===== src/rtl/ibex_hpm_ctrl_if.sv =====
// CSR access bus between the CSR decode logic and the performance-counter control block.
// A single-cycle access: no handshake, read data and hit are combinational.
interface ibex_hpm_ctrl_if;
    logic        access;
    logic        we;
    logic [11:0] addr;
    logic [31:0] wdata;
    logic [31:0] rdata;
    logic        hit;

    modport master (output access, we, addr, wdata, input rdata, hit);
    modport slave  (input access, we, addr, wdata, output rdata, hit);
endinterface


===== src/rtl/ibex_hpm_ctrl.sv =====
// Control and CSR front-end for the machine performance-counter bank: mcountinhibit,
// mhpmevent selectors, registered events and per-counter increment/write strobes.
module ibex_hpm_ctrl #(
    parameter int unsigned NumHpm    = 8,
    parameter int unsigned NumEvents = 16
) (
    input  logic                       clk_i,
    input  logic                       rst_ni,
    ibex_hpm_ctrl_if.slave             csr,
    input  logic [NumEvents-1:0]       events_i,
    input  logic [(NumHpm+2)*64-1:0]   cnt_val_i,
    output logic [NumHpm+1:0]          cnt_inc_o,
    output logic [NumHpm+1:0]          cnt_we_o,
    output logic [NumHpm+1:0]          cnt_weh_o,
    output logic [31:0]                cnt_wdata_o
);

    localparam int unsigned NumCnt      = NumHpm + 2;
    localparam logic [11:0] AddrInhibit = 12'h320;
    localparam logic [11:0] AddrEvent   = 12'h323;
    localparam logic [11:0] AddrCntLo   = 12'hB00;
    localparam logic [11:0] AddrCntHi   = 12'hB80;

    // One inhibit flop per counter; the unused mcountinhibit bit 1 is not stored.
    logic [NumCnt-1:0]    inhibit_q;
    logic [NumEvents-1:0] event_q [NumHpm];
    logic [NumEvents-1:0] ev_q;

    logic [31:0]       inhibit_rdata;
    logic              inhibit_sel;
    logic [NumHpm-1:0] event_sel;
    logic [NumCnt-1:0] lo_sel;
    logic [NumCnt-1:0] hi_sel;
    logic [NumCnt-1:0] raw_inc;
    logic              wr_en;

    // Counter i lives at offset 0 (mcycle), 2 (minstret), then 3.. for the hpm counters.
    function automatic logic [11:0] cnt_offset(int unsigned i);
        return (i == 0) ? 12'd0 : 12'(i + 1);
    endfunction

    always_comb begin
        inhibit_rdata    = '0;
        inhibit_rdata[0] = inhibit_q[0];
        for (int unsigned j = 1; j < NumCnt; j++) begin
            inhibit_rdata[j+1] = inhibit_q[j];
        end
    end

    // NOTE: every output of this block gets a default first, so no path can infer a latch.
    always_comb begin
        csr.hit     = 1'b0;
        csr.rdata   = '0;
        inhibit_sel = 1'b0;
        event_sel   = '0;
        lo_sel      = '0;
        hi_sel      = '0;
        if (csr.addr == AddrInhibit) begin
            csr.hit     = 1'b1;
            csr.rdata   = inhibit_rdata;
            inhibit_sel = 1'b1;
        end
        for (int unsigned k = 0; k < NumHpm; k++) begin
            if (csr.addr == AddrEvent + 12'(k)) begin
                csr.hit      = 1'b1;
                csr.rdata    = 32'(event_q[k]);
                event_sel[k] = 1'b1;
            end
        end
        for (int unsigned i = 0; i < NumCnt; i++) begin
            if (csr.addr == AddrCntLo + cnt_offset(i)) begin
                csr.hit   = 1'b1;
                csr.rdata = cnt_val_i[i*64 +: 32];
                lo_sel[i] = 1'b1;
            end
            if (csr.addr == AddrCntHi + cnt_offset(i)) begin
                csr.hit   = 1'b1;
                csr.rdata = cnt_val_i[i*64+32 +: 32];
                hi_sel[i] = 1'b1;
            end
        end
    end

    assign wr_en       = csr.access & csr.we;
    assign cnt_we_o    = lo_sel & {NumCnt{wr_en}};
    assign cnt_weh_o   = hi_sel & {NumCnt{wr_en}};
    assign cnt_wdata_o = csr.wdata;

    // NOTE: the selectors are a handful of flops, not a RAM, so resetting them in a loop is intended.
    always_ff @(posedge clk_i or negedge rst_ni) begin
        if (!rst_ni) begin
            inhibit_q <= '0;
            ev_q      <= '0;
            for (int unsigned k = 0; k < NumHpm; k++) begin
                event_q[k] <= '0;
            end
        end else begin
            ev_q <= events_i;
            if (wr_en && inhibit_sel) begin
                inhibit_q[0] <= csr.wdata[0];
                for (int unsigned j = 1; j < NumCnt; j++) begin
                    inhibit_q[j] <= csr.wdata[j+1];
                end
            end
            for (int unsigned k = 0; k < NumHpm; k++) begin
                if (wr_en && event_sel[k]) begin
                    event_q[k] <= csr.wdata[NumEvents-1:0];
                end
            end
        end
    end

    always_comb begin
        raw_inc    = '0;
        raw_inc[0] = ev_q[0];
        raw_inc[1] = ev_q[1];
        for (int unsigned k = 0; k < NumHpm; k++) begin
            raw_inc[2+k] = |(ev_q & event_q[k]);
        end
    end

    // A CSR write to a counter drops that cycle's increment rather than deferring it.
    assign cnt_inc_o = raw_inc & ~inhibit_q & ~(cnt_we_o | cnt_weh_o);

endmodule


===== src/flat_wrapper.sv =====
// flat-port wrapper written by rule: the top's interface ports become plain ports
module ibex_hpm_ctrl_flat 
#(
    parameter int unsigned NumHpm    = 8,
    parameter int unsigned NumEvents = 16
)
  (clk_i, rst_ni, events_i, cnt_val_i, cnt_inc_o, cnt_we_o, cnt_weh_o, cnt_wdata_o, csr_access, csr_we, csr_addr, csr_wdata, csr_rdata, csr_hit);
  ibex_hpm_ctrl_if csr_i ();
  input  logic clk_i;
  input  logic rst_ni;
  input  logic [NumEvents-1:0] events_i;
  input  logic [(NumHpm+2)*64-1:0] cnt_val_i;
  output logic [NumHpm+1:0] cnt_inc_o;
  output logic [NumHpm+1:0] cnt_we_o;
  output logic [NumHpm+1:0] cnt_weh_o;
  output logic [31:0] cnt_wdata_o;
  input wire logic [$bits(csr_i.access)-1:0] csr_access;
  input wire logic [$bits(csr_i.we)-1:0] csr_we;
  input wire logic [$bits(csr_i.addr)-1:0] csr_addr;
  input wire logic [$bits(csr_i.wdata)-1:0] csr_wdata;
  output wire logic [$bits(csr_i.rdata)-1:0] csr_rdata;
  output wire logic [$bits(csr_i.hit)-1:0] csr_hit;
  assign csr_i.access = csr_access;
  assign csr_i.we = csr_we;
  assign csr_i.addr = csr_addr;
  assign csr_i.wdata = csr_wdata;
  assign csr_rdata = csr_i.rdata;
  assign csr_hit = csr_i.hit;
  ibex_hpm_ctrl #(.NumHpm(NumHpm), .NumEvents(NumEvents)) u_core (.clk_i(clk_i), .rst_ni(rst_ni), .csr(csr_i), .events_i(events_i), .cnt_val_i(cnt_val_i), .cnt_inc_o(cnt_inc_o), .cnt_we_o(cnt_we_o), .cnt_weh_o(cnt_weh_o), .cnt_wdata_o(cnt_wdata_o));
endmodule

===== config.mk =====
export PLATFORM = sky130hd
export DESIGN_NAME = ibex_hpm_ctrl_flat
export DESIGN_NICKNAME = d
export VERILOG_FILES = /design/src/rtl/ibex_hpm_ctrl_if.sv /design/src/rtl/ibex_hpm_ctrl.sv /design/src/flat_wrapper.sv
export SDC_FILE = /design/constraint.sdc
export NUM_CORES = 1
export LEC_CHECK = 0
export CAP_MARGIN = 40
export CORE_AREA = 2 2 312 314
export CTS_CLUSTER_DIAMETER = 40
export DETAILED_ROUTE_END_ITERATION = 6
export DIE_AREA = 0 0 314 316
export PLACE_DENSITY = 0.43
export SLEW_MARGIN = 30
export SYNTH_ARGS = -nofsm -noshare
export SYNTH_HDL_FRONTEND = slang
export SYNTH_SLANG_ARGS = --single-unit

===== constraint.sdc =====
create_clock -name clk_i -period 2.5 [get_ports clk_i]
set_clock_uncertainty 0.2 [all_clocks]
set_input_delay 0.25 -clock clk_i [delete_from_list [all_inputs] [get_ports clk_i]]
set_output_delay 0.25 -clock clk_i [all_outputs]
set_load 0.01 [all_outputs]

==> qor.log <==
qor: outcome.status finished, violations left
qor: outcome.failed_checks negative setup slack
qor: clock_network.htreeDepth 4
qor: layout.multi_input_area 11900 µm²
qor: worst_setup_path.crit_path_cell_trace buf_6 > or4b_4 > nor2_4 > buf_12 > nand2_1 > buf_6 > o21ai_4 > nor2_2 > a222oi_1 > buf_4 > o21ai_4 > buf_6
qor: worst_setup_path.timing.critical_path.arrival 3.30 ns
qor: detailed_routing.post_drt_wl_per_cell 37.8 µm
qor: worst_setup_path.max_stage_delay 0.84 ns
qor: sta.setup_viol 58
qor: clock_network.cts_inserted_buffers 17
qor: power_and_ir_drop.static-leakage-power 0.0145 µW
qor: layout.fillers 9864
qor: synthesis.yosysTopAreaCell sky130_fd_sc_hd__dfrtp_1
qor: sta.fin_crit 3.75 ns
qor: floorplanning.top_level_ports 799
qor: sta.final_min_period_over_clock_period 1.50
qor: floorplanning.core-area 96000 µm²
qor: detailed_routing.drt_drc_violations_left 0
qor: global_routing.global_route.overflow_total 0
qor: synthesis.synth_enable_flop_cells 0
qor: sta.max_slew_margin 0.320
qor: detailed_routing.route.vias.total 22991
qor: worst_setup_path.maximum_fanout_along_the_worst_path 12
qor: sta.finalHoldViolCount 0
qor: synthesis.leading_register_cell_type_out_of_synthesis sky130_fd_sc_hd__dfrtp_1
qor: global_routing.largest_net_degree_at_the_start_of_global_routing 42
qor: floorplanning.rows 114
qor: sta.worst-slew-pin-transition 1.02 ns
qor: synthesis.synth-compound-area-share 0.347
qor: worst_setup_path.worst_ep_required_time 2.05 ns
qor: synthesis.postSynthCellCount 1676
qor: layout.layout.cells.non_filler 4469
qor: floorplanning.initial_core_util 0.147
qor: floorplanning.die_w 314 µm
qor: layout.register_area 3850 µm²
qor: synthesis.syn-cell-area 14100 µm²
qor: detailed_routing.first_pass_iters 7
qor: sta.drv_slew 0
qor: placement.globalplace.congestion 1.06
qor: synthesis.synth_seq_area_share 0.273
qor: synthesis.yosys.area_share.xor_xnor 0
qor: clock_network.clock_sinks 154
qor: clock_network.cts_tree yes
qor: synthesis.yosysWarningCount 0
qor: power_and_ir_drop.power.ir.vdd_worst 0.361 mV
qor: global_routing.vias_in_the_first_global_route 23811
qor: worst_setup_path.critPathLaunchType input pin
qor: global_routing.grtUsageTotal 0.325
qor: synthesis.largest_family_of_logic_cells_by_synthesized_area compound AO/OA/AOI/OAI gates
qor: synthesis.post_synth_num_cell_types 85
qor: clock_network.clk_path_buf_depth 2
qor: detailed_routing.route.layer.met1.wl 66200 µm
qor: global_routing.initial_antenna_violation_count 26
qor: layout.finish.net_count 3878
qor: clock_network.clockRootBuffer sky130_fd_sc_hd__clkbuf_16
qor: detailed_routing.highest_signal_layer met5
qor: synthesis.synth_nets 2380
qor: power_and_ir_drop.power.density 232 nW/µm²
qor: synthesis.avgSynthCellArea 8.43 µm²
qor: detailed_routing.met3_length 12800 µm
qor: global_routing.grt_pass1_wl 218000 µm
qor: synthesis.synth.most_common_cell sky130_fd_sc_hd__dfrtp_1
qor: layout.areaGrowthSynthToFinish 142%
qor: detailed_routing.post_drt_via_cell_ratio 5.14
qor: floorplanning.die-height 316 µm
qor: layout.final_area 34100 µm²
qor: synthesis.synth-async-reset-ratio 1.00
qor: placement.numPortBuffers 766
qor: detailed_routing.wl_met2 80300 µm
qor: detailed_routing.finalWirelength 169000 µm
qor: synthesis.cell_types_with_the_largest_area_share_after_synthesis sky130_fd_sc_hd__dfrtp_1, sky130_fd_sc_hd__mux2_2, sky130_fd_sc_hd__a22oi_1, sky130_fd_sc_hd__a221oi_1, sky130_fd_sc_hd__o21ai_0
qor: sta.setup_slack -1.25 ns
qor: worst_setup_path.critical-path-slowest-cell sky130_fd_sc_hd__a222oi_1
qor: synthesis.synth_commonest_cells sky130_fd_sc_hd__dfrtp_1, sky130_fd_sc_hd__mux2_2, sky130_fd_sc_hd__nor2_1
qor: synthesis.ys_seq_elements 154
qor: detailed_routing.initialDrtViolationCount 1979
qor: worst_setup_path.worst_setup_path_end_kind primary output
qor: synthesis.synth-simple-area-share 0.178
qor: sta.rsz_0062_raised_after_global_routing yes
qor: worst_setup_path.crit_type input pin to primary output
qor: floorplanning.die_footprint 99200 µm²
qor: clock_network.insertion_delay 0.46 ns
qor: layout.ratio_of_cells_with_drive_above_1_in_the_final_layout 0.485
qor: placement.post_dp_cell_area 28800 µm²
qor: detailed_routing.route.antenna.remaining_nets 0
qor: clock_network.cts.clk_slew.worst_paths 0.07 ns
qor: placement.dp.cells 4262
qor: synthesis.synthAdderAreaFrac 0
qor: placement.place_hpwl 143000 µm
qor: run.max_cap_violations 0
qor: worst_setup_path.cpMostUsedCell sky130_fd_sc_hd__buf_6
qor: synthesis.yosys-mux-area-fraction 0.134
qor: synthesis.yosysTopAreaCellShare 0.273
qor: min_path.worst_hold_path_type input pin to flop
qor: sta.maxClockFrequency 267 MHz
cell type report:
type | instances | share of cell area
Antenna cell | 7 | 0.000513
Clock buffer | 19 | 0.0127
Clock inverter | 12 | 0.00414
Inverter | 8 | 0.000990
Multi-Input combinational cell | 1333 | 0.350
Sequential cell | 154 | 0.113
Tap cell | 1276 | 0.0468
Timing Repair Buffer | 1660 | 0.472
cell usage in the layout, fill, tap and decap left out, types with 21 or more instances in the layout:
cell | Yosys | routed
sky130_fd_sc_hd__nor2_1 | 139 | 80
sky130_fd_sc_hd__a221o_1 | 34 | 33
sky130_fd_sc_hd__nand4_1 | 29 | 29
sky130_fd_sc_hd__a22o_1 | 22 | 21
sky130_fd_sc_hd__buf_4 | 38 | 646
sky130_fd_sc_hd__o22ai_1 | 59 | 35
sky130_fd_sc_hd__mux2i_1 | 26 | 25
sky130_fd_sc_hd__nor2_4 | 0 | 45
sky130_fd_sc_hd__nand2_1 | 119 | 80
sky130_fd_sc_hd__a221oi_2 | 0 | 26
sky130_fd_sc_hd__a21oi_1 | 103 | 72
sky130_fd_sc_hd__o221ai_1 | 42 | 33
sky130_fd_sc_hd__dfrtp_1 | 154 | 153
sky130_fd_sc_hd__a21oi_2 | 1 | 24
sky130_fd_sc_hd__buf_6 | 7 | 186
sky130_fd_sc_hd__mux2_2 | 145 | 145
sky130_fd_sc_hd__buf_8 | 0 | 28
sky130_fd_sc_hd__o21ai_2 | 0 | 31
sky130_fd_sc_hd__a22oi_1 | 91 | 79
sky130_fd_sc_hd__o21ai_0 | 124 | 73
sky130_fd_sc_hd__buf_2 | 49 | 21
sky130_fd_sc_hd__clkdlybuf4s50_1 | 0 | 690
sky130_fd_sc_hd__a221oi_1 | 71 | 40
sky130_fd_sc_hd__buf_12 | 0 | 83
sky130_fd_sc_hd__nor2_2 | 8 | 22
per-stage QoR:
| step | total power, µW | util | setup TNS (ns) | hold slack [ns] | worst slack (ns) |
|---|---|---|---|---|---|
| after floorplan | 2980 | - | -6.30 | -0.246 | -0.301 |
| after global placement | 5050 | 0.300 | -164.23 | 0.0141 | -2.27 |
| after detailed placement | 5040 | 0.300 | -165.13 | 0.0185 | -2.30 |
| after CTS | 7880 | 0.338 | -40.43 | 0.00836 | -1.22 |
| after global routing | 8140 | 0.355 | -39.98 | 0.0126 | -1.18 |
| final | 7930 | 0.356 | -37.15 | 0.0269 | -1.25 |
registers in the layout, indices dropped and copies added, names as in the netlist:
| register | cells |
|---|---|
| u_core.inhibit_q | 10 |
| u_core.event_q | 128 |
| u_core.ev_q | 16 |
path summary, 6_finish.rpt:
check / slack [ns] / start / cells after the start / endpoint
worst min register to register: 0.35 / u_core.event_q[62] / 1 / u_core.event_q[62]
worst max register to register: 1.22 / u_core.event_q[18] / 3 / u_core.event_q[18]
worst min-delay path: 0.03 / events_i[12] / 1 / u_core.ev_q[12]
worst max-delay path: -1.25 / csr_addr[4] / 12 / csr_rdata[11]
min in group asynchronous: 0.09 / rst_ni / 2 / u_core.ev_q[12]
max in group asynchronous: 1.40 / rst_ni / 3 / u_core.ev_q[9]
worst max-delay path: cells and delay by family:
kind            cells  cell delay [ns]
compound gates      3             1.02
buf+inv             5             0.90
simple gates        4             1.06
cell families after synthesis:
| family | count (synthesis) |
|---|---|
| compound gates | 696 |
| simple gates | 466 |
| flops | 154 |
| mux | 171 |
| buf+inv | 189 |
repair_timing:
action	4_1_cts	5_1_grt
buffers inserted	148	82
hold buffers	1	0
hold endpoints to repair	154	0
gates cloned	1	1
resized for setup	647	346
setup endpoints to repair	184	63
pin swaps	122	147
layer usage:
layer | track usage | vias to the layer above
met3 | 0.0722 | 268
met1 | 0.392 | 11701
met5 | 0 | -
li1 | - | 9731
met2 | 0.555 | 1265
met4 | 0.143 | 26
report_power, final:
group | switching [µW] | internal (µW) | leakage (µW)
logic | 1210 | 1490 | 0.0121
clock network | 1210 | 1480 | 0.000274
registers | 28.7 | 2510 | 0.00211
(Power assumes the default switching activity.)
